## src/rtl/booth_muldiv_seq.sv

```systemverilog
// booth_muldiv_seq: sequential signed/unsigned multiplier-divider.
//   Multiply: radix-2 Booth, WIDTH+1 steps. Divide: restoring, WIDTH steps
//   plus a sign-fix cycle. Both take WIDTH+2 cycles from accept to valid.
//   Divide by zero finishes in one cycle.
// Ports:
//   clock, reset       rising-edge clock, async active-high reset
//   start              request, sampled only while idle
//   muordi             0 = multiply, 1 = divide
//   signed_op          1 = two's-complement operands
//   opera1, opera2     multiplicand/dividend, multiplier/divisor
//   result             product, or {remainder, quotient}
//   valid              one-cycle pulse when result is updated
//   busy               operation in flight, start ignored
//   div_by_zero        flagged with valid when the divisor was zero
module booth_muldiv_seq #(
  parameter int WIDTH = 32
) (
  input  logic                 clock,
  input  logic                 reset,
  input  logic                 start,
  input  logic                 muordi,
  input  logic                 signed_op,
  input  logic [WIDTH-1:0]     opera1,
  input  logic [WIDTH-1:0]     opera2,
  output logic [2*WIDTH-1:0]   result,
  output logic                 valid,
  output logic                 busy,
  output logic                 div_by_zero
);

  localparam int CW = $clog2(WIDTH + 2);

  typedef enum logic [2:0] {S_IDLE, S_MUL, S_DIV, S_FIX, S_DONE} state_t;

  state_t           state;
  logic [CW-1:0]    cnt;
  logic             is_div, neg_q, neg_r, dbz_pend;

  // Booth registers. A carries two guard bits: with (WIDTH+1)-bit operands,
  // A +/- M can reach 2^(WIDTH+1) in magnitude before the shift.
  logic [WIDTH+1:0] a_reg, m_reg;
  logic [WIDTH:0]   q_reg;
  logic             q_1;

  // Restoring divider: dq shifts the dividend out and the quotient in.
  logic [WIDTH-1:0] dq, dr, dd;

  // Combinational next-step values
  logic [WIDTH+1:0] booth_a, sh_a;
  logic [WIDTH:0]   sh_q;
  logic [WIDTH:0]   r_sh;
  logic [WIDTH+1:0] trial;
  logic             ext1, ext2, neg1, neg2;

  assign ext1 = signed_op & opera1[WIDTH-1];
  assign ext2 = signed_op & opera2[WIDTH-1];
  assign neg1 = ext1;
  assign neg2 = ext2;

  always_comb begin
    booth_a = a_reg;
    case ({q_reg[0], q_1})
      2'b01:   booth_a = a_reg + m_reg;
      2'b10:   booth_a = a_reg - m_reg;
      default: booth_a = a_reg;
    endcase
    // arithmetic right shift of {A, Q, Q-1}
    sh_a = {booth_a[WIDTH+1], booth_a[WIDTH+1:1]};
    sh_q = {booth_a[0], q_reg[WIDTH:1]};
  end

  always_comb begin
    r_sh  = {dr, dq[WIDTH-1]};
    trial = {1'b0, r_sh} - {2'b00, dd};
  end

  always_ff @(posedge clock or posedge reset) begin
    if (reset) begin
      state       <= S_IDLE;
      cnt         <= '0;
      is_div      <= 1'b0;
      neg_q       <= 1'b0;
      neg_r       <= 1'b0;
      dbz_pend    <= 1'b0;
      a_reg       <= '0;
      m_reg       <= '0;
      q_reg       <= '0;
      q_1         <= 1'b0;
      dq          <= '0;
      dr          <= '0;
      dd          <= '0;
      result      <= '0;
      valid       <= 1'b0;
      busy        <= 1'b0;
      div_by_zero <= 1'b0;
    end else begin
      valid <= 1'b0;
      case (state)
        S_IDLE: begin
          if (start) begin
            busy        <= 1'b1;
            div_by_zero <= 1'b0;
            is_div      <= muordi;
            dbz_pend    <= 1'b0;
            if (!muordi) begin
              a_reg <= '0;
              m_reg <= {{2{ext1}}, opera1};
              q_reg <= {ext2, opera2};
              q_1   <= 1'b0;
              cnt   <= CW'(WIDTH + 1);
              state <= S_MUL;
            end else if (opera2 == '0) begin
              dq       <= '1;
              dr       <= opera1;
              dbz_pend <= 1'b1;
              state    <= S_DONE;
            end else begin
              // magnitudes; -(-2^(WIDTH-1)) wraps to the unsigned 2^(WIDTH-1)
              dq    <= neg1 ? -opera1 : opera1;
              dd    <= neg2 ? -opera2 : opera2;
              dr    <= '0;
              neg_q <= neg1 ^ neg2;
              neg_r <= neg1;
              cnt   <= CW'(WIDTH);
              state <= S_DIV;
            end
          end
        end
        S_MUL: begin
          a_reg <= sh_a;
          q_reg <= sh_q;
          q_1   <= q_reg[0];
          cnt   <= cnt - 1'b1;
          if (cnt == CW'(1)) state <= S_DONE;
        end
        S_DIV: begin
          if (trial[WIDTH+1]) begin
            dr <= r_sh[WIDTH-1:0];
            dq <= {dq[WIDTH-2:0], 1'b0};
          end else begin
            dr <= trial[WIDTH-1:0];
            dq <= {dq[WIDTH-2:0], 1'b1};
          end
          cnt <= cnt - 1'b1;
          if (cnt == CW'(1)) state <= S_FIX;
        end
        S_FIX: begin
          // truncating division: quotient sign from the XOR, remainder
          // follows the dividend
          dq    <= neg_q ? -dq : dq;
          dr    <= neg_r ? -dr : dr;
          state <= S_DONE;
        end
        S_DONE: begin
          result      <= is_div ? {dr, dq} : {a_reg[WIDTH-2:0], q_reg};
          valid       <= 1'b1;
          busy        <= 1'b0;
          div_by_zero <= dbz_pend;
          state       <= S_IDLE;
        end
        default: state <= S_IDLE;
      endcase
    end
  end

endmodule

```

## config.mk

```make
export PLATFORM = sky130hd
export DESIGN_NAME = booth_muldiv_seq
export DESIGN_NICKNAME = d
export VERILOG_FILES = /design/src/rtl/booth_muldiv_seq.sv
export SDC_FILE = /design/constraint.sdc
export NUM_CORES = 1
export LEC_CHECK = 0
export CORE_MARGIN = 4
export CORE_UTILIZATION = 60
export CTS_CLUSTER_SIZE = 25
export DETAILED_ROUTE_END_ITERATION = 12
export HOLD_SLACK_MARGIN = 0.1
export PLACE_DENSITY = 0.78
export SYNTH_ARGS = -nofsm -noshare
export SYNTH_HDL_FRONTEND = slang
export SYNTH_SLANG_ARGS = --single-unit
export TNS_END_PERCENT = 100
```

## constraint.sdc

```tcl
create_clock -name clock -period 13.64 [get_ports clock]
set_input_delay 3.41 -clock clock [delete_from_list [all_inputs] [get_ports clock]]
set_output_delay 3.41 -clock clock [all_outputs]
set_load 0.01 [all_outputs]
```

# --- Yosys cells after proc, flatten, opt, wreduce, memory -nomap -nowiden ---
# Index checks and enable logic that the tools add are counted.
word_totals:
  ff_bits: 277
  elab_cells: 103
  in_bits: 69
  out_inout_bits: 67
classes:
  bitwise_logic: 5
  n_eq_ne: 15
  muxes: 42
  reduce_logical: 16
  n_addsub: 8
ops:
  columns: ["operator", "count"]
  rows:
  - ["$mux 32", 11]
  - ["$pmux 32 s3", 2]
  - ["$pmux 34 s2", 2]
  - ["$neg 32->32", 4]
  - ["$mux 34", 2]
  - ["$mux 33", 2]
  - ["$pmux 33 s2", 1]
  - ["$mux 64", 1]
  - ["$add 34x34->34", 1]
  - ["$sub 33x32->34", 1]
  - ["$sub 34x34->34", 1]
  - ["$logic_not 32->1", 1]
  - ["$mux 6", 3]
  - ["$mux 3", 5]
  - ["$ne 2x2->1 const B", 7]
  - ["$pmux 3 s4", 1]
  - ["$pmux 6 s2", 1]
  - ["$reduce_and 3->1", 4]
  - ["$reduce_and 4->1", 3]
  - ["$mux 1", 8]
  - ["$eq 3x2->1 const B", 2]
  - ["$eq 6x1->1 const B", 1]
  - ["$pmux 1 s2", 3]
  - ["$reduce_bool 2->1", 3]
  - ["other kinds (13)", 16]

# --- Logic depth before layout (Yosys ltp) ---
# Gate-level depths: netlist of the first run.
depth:
  depth_word: 6
  depth_mapped: 20
  depth_no_buf: 20

# --- Worst setup path after synthesis of the first run ---
# No wires, ideal clock.
synth_timing:
  path_kind: "in2reg"
  from: "input port opera1[14]"
  to: "register dq[28]"
  arrival_ps: 5739
  slack_ps: 7766
  setup_time_ps: 135
  stages: 11
  n_path_buf: 1
  required_ps: 13505
  path_cell_list: "clkbuf_1 > or4_1 > or3_1 > or3_1 > nor4_1 > and3b_1 > a21oi_1 > xnor2_1 > a21oi_1 > a221oi_1 > o21ai_0"
synth_between:
  elab_chain_cells: 6
synth_rtl:
  columns: ["item", "line_no", "source"]
  rows:
  - ["from (decl)", "23", "input logic [WIDTH-1:0] opera1,"]
  - ["$neg 32->32", "119", "dq <= neg1 ? -opera1 : opera1;"]
  - ["$mux 32", "119", null]
  - ["$mux 32", "112", "end else if (opera2 == '0) begin"]
  - ["$mux 32", "105", "if (!muordi) begin"]
  - ["$mux 32", "100", "if (start) begin"]
  - ["$pmux 32 s3", "98", "case (state)"]
  - ["to (signal assigned)", "119", null]
  - ["to (signal assigned)", "139", "dq <= {dq[WIDTH-2:0], 1'b0};"]
  - ["to (signal assigned)", "142", "dq <= {dq[WIDTH-2:0], 1'b1};"]
  - ["to (decl)", "46", "logic [WIDTH-1:0] dq, dr, dd;"]
# No other way between the ends. The select of a mux whose other input is x is not followed.
# A chain may end at the register's enable or synchronous reset.

# --- Final worst setup path of the first run ---
layout_timing:
  from: "input port opera2[12]"
  to: "register dq[29]"
layout_between:
  elab_chain_cells: 5
layout_rtl:
  columns: ["item", "line_no", "source"]
  rows:
  - ["from (decl)", "24", "input logic [WIDTH-1:0] opera2,"]
  - ["$logic_not 32->1", "112", null]
  - ["$mux 32", "112", null]
  - ["$mux 32", "105", null]
  - ["$mux 32", "100", null]
  - ["$pmux 32 s3", "98", null]
# No other way between the ends. The select of a mux whose other input is x is not followed.

==> results of run 1 <==
==> path summary, 6_finish.rpt <==
kind | start | endpoint | cells after the start
max in group asynchronous | reset | is_div | 3
max | opera2[12] | dq[29] | 10
min reg2reg | dbz_pend | div_by_zero | 2
min | dbz_pend | div_by_zero | 2
min in group asynchronous | reset | result[37] | 2
max reg2reg | m_reg[6] | a_reg[32] | 18
==> worst register-to-register path: stages, from the launching register on <==
cell      delay, ps
dfrtp_1         420
or4_1           570
or3_1           390
nor3_1          240
nand2b_1        150
nor4_1          460
buf_4           260
a21o_1          190
o21ai_0         130
xnor2_1         160
ha_1            390
nand3_1         160
or3_1           370
a211oi_1        580
nor2_1          170
o311ai_0        430
a21oi_1         150
or4b_1          510
nand3_1          90
==> routing by layer <==
layer | GRT usage | vias up | part of all wire | wire length [µm]
li1 | - | 8294 | - | -
met1 | 0.5187 | 8708 | 0.43 | 26320
met2 | 0.5345 | 864 | 0.44 | 27150
met3 | 0.05941 | 131 | 0.098 | 6074
met4 | 0.1096 | 0 | 0.038 | 2332
met5 | 0 | - | 0 | 0
==> Yosys cell counts (25+ instances only) <==
library cell and count:
a21o_1 34, a21oi_1 238, a31oi_1 39, clkbuf_1 112, dfrtp_1 276, ha_1 73
inv_1 80, mux2_2 30, mux2i_1 96, nand2_1 213, nand3_1 26, nor2_1 232
nor3_1 61, nor4_1 25, o21ai_0 214, xnor2_1 95, xor2_1 58
==> cell type report <==
type / count / area (µm²)
Antenna cell: 1 / 2.502
Sequential cell: 276 / 6910
Inverter: 80 / 307.8
Clock buffer: 37 / 838.3
Timing Repair Buffer: 160 / 1551
Multi-Input combinational cell: 1771 / 11220
Clock inverter: 19 / 157.7
Tap cell: 396 / 495.5
Fill cell: 2520 / 9348
==> kinds of logic (layout without fill, tap and decap cells) <==
kind of cell	count (synthesis)	count (layout)	share of synthesized area
and+or+nand+nor	695	695	0.1735
muxes	126	126	0.06868
AOI/OAI and AO/OA	722	722	0.2272
buffers and inverters	218	296	0.04406
other	0	1	0
adders and majority gates	75	75	0.05042
DFF	276	276	0.3652
xor gates and xnor gates	153	153	0.07086
==> report_power, final <==
part           total, mW  switching, mW  internal [mW]  leakage [nW]
Sequential          1.70          0.499           1.20          3.36
Clock              0.835          0.361          0.474         0.501
Combinational       3.46           2.00           1.46          5.23
==> metrics.log, run 1 <==
[metrics] highest-count cells in the layout ignoring fill and taps: dfrtp_1 (275), a21oi_1 (237), nor2_1 (229)
[metrics] number of gates given a new drive strength after cts: 0
[metrics] minimum period implied by the final worst setup slack: 6843 ps
[metrics] cell types occupying the most area after synthesis: dfrtp_1 (37%), a21oi_1 (6.3%), o21ai_0 (5.7%)
[metrics] total power: 5.997 mW
[metrics] mean routed wirelength per cell: 22.58 µm
[metrics] total congestion overflow after global routing: 0
[metrics] required time of the critical path: 14130 ps
[metrics] number of iterations in the first detailed-routing pass: 5
[metrics] Initial Utilization: 0.6134
[metrics] mapped cell area: 18910 µm²
[metrics] initial DRC count: 2000
[metrics] total instance count after detailed placement: 2683
[metrics] outcome: finished, final reports clean
[metrics] pin count of the biggest net entering global routing: 152
[metrics] family with the most delay on the worst path: simple AND/OR/NAND/NOR gates
[metrics] CP Capture Type: register
[metrics] largest reg by FF count: result
[metrics] largest area contributor in the synthesized netlist: dfrtp_1
[metrics] most frequent standard cell in the layout excluding fill and tap cells: dfrtp_1
[metrics] die height: 185.5 µm
[metrics] number of nets in the final layout: 2464
[metrics] clock tree from TritonCTS: done
[metrics] unrepaired setup endpoints after global routing: false
[metrics] number of synthesized flops with an enable pin: 0
[metrics] Setup crit start kind: input pin
[metrics] fraction of synthesized cell area taken by the top area cell type: 0.3652
[metrics] maximum clock path buffer count: 3
[metrics] CTS clock-pin slew for the worst setup and hold paths: 60 ps
[metrics] max_slew headroom: 0.3722
[metrics] post-route worst hold slack: 485.0 ps
[metrics] classification of the worst setup path: input pin to register
[metrics] Reg2Reg Setup Slack: 7790 ps
[metrics] post-CTS setup buffer count: 0
[metrics] Fin Setup TNS: 0 ps
[metrics] global-route total usage across every layer: 0.3518
[metrics] total non-filler cell area in the finished layout: 21480 µm²
[metrics] cells along the critical path: clkdlybuf4s50_1, or4_1, nor3_1, and3_1, nand2_1, nor4_2, nor2_1, nand2_1, o22ai_1, a21oi_1
[metrics] Tightest Pin Transition: 938.3 ps
[metrics] Rows: 64
[metrics] total number of clock tree sinks: 276
[metrics] worst setup timing slack at the placement stage: 6398 ps
[metrics] cell type with the highest occurrence count on the critical path: nand2_1
[metrics] total cell area at the placement stage: 20480 µm²
[metrics] number of flip-flops in the largest register: 64
[metrics] Setup Viol. Count Final: 0
[metrics] share of the core filled with cells: 0.6968
[metrics] detailed-route wire length: 61880 µm
[metrics] vias in the first global route: 16650
[metrics] final standard cell count with taps included and fillers excluded: 2740
[metrics] total I/O pin count: 136
[metrics] ratio of total power to cell area: 279.1 nW/µm²
[metrics] final hold violation count: 0
[metrics] Final Skew: 27.47 ps
[metrics] sequential-to-total area share from yosys stat: 0.3652
[metrics] maximum clock rate: 0.1461 GHz
[metrics] syn nets: 2409
[metrics] Clock Root Buffer: clkbuf_16
[metrics] arrival time at the worst endpoint: 7330 ps
[metrics] fin worst setup slack: 6797 ps
[metrics] I/O Buffers: 135
[metrics] count of cell types in the netlist: 79
[metrics] worst-path cell with the longest stage delay: nor4_2
[metrics] area overhead of the layout relative to synthesis: 13.60%
[metrics] Post-Synthesis Mean Instance Area: 8.349 µm²
[metrics] first-pass GRT wire length: 95600 µm
[metrics] HPWL after detailed placement: 44800 µm
[metrics] CTS H-Tree Depth: 1
[metrics] share of synthesized registers carrying an async set or reset: 1.000
[metrics] largest incremental delay on the critical path: 770 ps
[metrics] area enclosed by the die boundary: 34420 µm²
[metrics] clock insertion delay at the later pin of the skew report: 580 ps
[metrics] Worst Path Max Fanout: 20
[metrics] Max-cap violations: 0
[metrics] hold buffer count at cts: 0
[metrics] count of buffering cells on the critical path with inverters included: 1
[metrics] DRC viols: 0
[metrics] yosys synthesis warning count: 0
[metrics] top flip-flop cell by instance count after synthesis: dfrtp_1
[metrics] CTS Buf Count: 31
[metrics] part of the cycle the worst path needs: 0.5017
[metrics] ANT nets after route: 0
[metrics] vias after detailed routing: 18000
[metrics] routability-driven placement congestion ratio: 1.028
[metrics] width of the chip: 185.5 µm
[metrics] class of the tightest hold or removal check: register to register
[metrics] peak supply drop: 0.2961 mV
[metrics] number of synthesized register bits: 276
[metrics] Core Region: 30830 µm²
[metrics] proportion of layout cells with a drive suffix above 1: 0.06103
[metrics] total count of max-transition violations in the final report: 0
[metrics] static leakage: 9.095 nW
[metrics] number of antenna violations at the first check in global routing: 0
[metrics] Gate Count Post-Synth: 2265
[metrics] number of vias per cell after detailed routing: 6.568
Note: power is estimated with default switching activity, not from simulation.
==> run 2, diff against run 1 <==
Clock period 13.64 ns to 6.7 ns, I/O delays scaled along.
==> metrics.log, run 2 (same netlist as run 1, synthesis figures left out) <==
[metrics] maximum clock path buffer count: 3
[metrics] outcome: finished, final reports clean
[metrics] Tightest Pin Transition: 1071 ps
[metrics] initial DRC count: 2150
[metrics] total congestion overflow after global routing: 0
[metrics] proportion of layout cells with a drive suffix above 1: 0.06168
[metrics] Fin Setup TNS: 0 ps
[metrics] classification of the worst setup path: register to register
[metrics] number of nets in the final layout: 2472
[metrics] total power: 12.34 mW
[metrics] static leakage: 9.148 nW
[metrics] worst setup timing slack at the placement stage: 1005 ps
[metrics] number of iterations in the first detailed-routing pass: 6
[metrics] Worst Path Max Fanout: 5
[metrics] total cell area at the placement stage: 20510 µm²
[metrics] vias in the first global route: 16900
[metrics] largest reg by FF count: result
[metrics] class of the tightest hold or removal check: register to register
[metrics] area overhead of the layout relative to synthesis: 14.23%
[metrics] highest-count cells in the layout ignoring fill and taps: dfrtp_1 (275), a21oi_1 (238), nor2_1 (229)
[metrics] width of the chip: 185.5 µm
[metrics] unrepaired setup endpoints after global routing: false
[metrics] final hold violation count: 0
[metrics] DRC viols: 0
[metrics] clock tree from TritonCTS: done
[metrics] routability-driven placement congestion ratio: 0.9909
[metrics] HPWL after detailed placement: 45340 µm
[metrics] mean routed wirelength per cell: 22.47 µm
[metrics] max_slew headroom: 0.2861
[metrics] CTS H-Tree Depth: 2
[metrics] number of gates given a new drive strength after cts: 0
[metrics] CP Capture Type: register
[metrics] number of filler cells placed in the layout: 2420
[metrics] clock insertion delay at the later pin of the skew report: 510 ps
[metrics] part of the cycle the worst path needs: 0.8616
[metrics] first-pass GRT wire length: 96540 µm
[metrics] Setup crit start kind: register
[metrics] number of flip-flops in the largest register: 64
[metrics] maximum clock rate: 0.1732 GHz
[metrics] required time of the critical path: 7140 ps
[metrics] total I/O pin count: 136
[metrics] fin worst setup slack: 927.6 ps
[metrics] Final Skew: 19.48 ps
[metrics] total instance count after detailed placement: 2688
[metrics] minimum period implied by the final worst setup slack: 5772 ps
[metrics] Rows: 64
[metrics] peak supply drop: 0.4510 mV
[metrics] post-CTS setup buffer count: 0
[metrics] I/O Buffers: 135
[metrics] number of vias per cell after detailed routing: 6.560
[metrics] detailed-route wire length: 61760 µm
[metrics] global-route total usage across every layer: 0.3557
[metrics] area enclosed by the die boundary: 34420 µm²
[metrics] total number of clock tree sinks: 276
[metrics] die height: 185.5 µm
[metrics] vias after detailed routing: 18030
[metrics] final standard cell count with taps included and fillers excluded: 2748
[metrics] CTS clock-pin slew for the worst setup and hold paths: 60 ps
[metrics] Initial Utilization: 0.6134
[metrics] Clock Root Buffer: clkbuf_16
[metrics] total non-filler cell area in the finished layout: 21600 µm²
[metrics] number of antenna violations at the first check in global routing: 3
[metrics] total count of max-transition violations in the final report: 0
[metrics] Core Region: 30830 µm²
[metrics] pin count of the biggest net entering global routing: 137
[metrics] ratio of total power to cell area: 571.3 nW/µm²
[metrics] hold buffer count at cts: 0
[metrics] arrival time at the worst endpoint: 6210 ps
[metrics] post-route worst hold slack: 482.7 ps
[metrics] Setup Viol. Count Final: 0
[metrics] Max-cap violations: 0
[metrics] most frequent standard cell in the layout excluding fill and tap cells: dfrtp_1
[metrics] share of the core filled with cells: 0.7006
[metrics] ANT nets after route: 0
[metrics] CTS Buf Count: 34
## run 2: worst max-delay path: stages (launching register included)
cell	delay [ps]
dfrtp_1	420
or4_1	570
or3_1	420
nor3_1	220
nand2b_1	140
nor4_1	760
a31oi_1	220
xnor2_1	190
ha_1	360
and3_1	250
nand3_1	110
or3_1	360
a211oi_1	350
nor2_1	150
o311ai_0	450
a21oi_1	140
or4b_1	510
nand3_1	90
## run 2: final timing paths
kind	from	cells past startpoint	to	slack, ps
worst max register to register	m_reg[6]	17	a_reg[32]	930
max in group asynchronous	reset	4	q_reg[3]	3770
worst max-delay path	m_reg[6]	17	a_reg[32]	930
worst min register to register	dbz_pend	2	div_by_zero	480
min in group asynchronous	reset	2	result[33]	1520
worst min-delay path	dbz_pend	2	div_by_zero	480
## run 2: area by class of cell
type                            count  area (µm²)  area share
Multi-Input combinational cell   1771       11210      0.5192
Sequential cell                   276        6910      0.3199
Timing Repair Buffer              165        1589     0.07356
Clock buffer                       52        1040     0.04814
Tap cell                          396       495.5     0.02294
Inverter                           80       304.0     0.01408
Clock inverter                      7       45.04    0.002085
Antenna cell                        1       2.502   0.0001158
## run 2: metal layers
layer | global-route usage | vias up | wire (µm)
met5 | 0 | - | 0
met3 | 0.07094 | 155 | 6673
met4 | 0.1207 | 0 | 2506
met2 | 0.5326 | 923 | 26910
li1 | - | 8302 | -
met1 | 0.5200 | 8647 | 25670
## run 2: where the power goes
group	leakage [nW]	switching, mW	internal (mW)
registers	3.36	1.01	2.45
logic	5.25	4.12	2.97
clock network	0.536	0.722	1.07
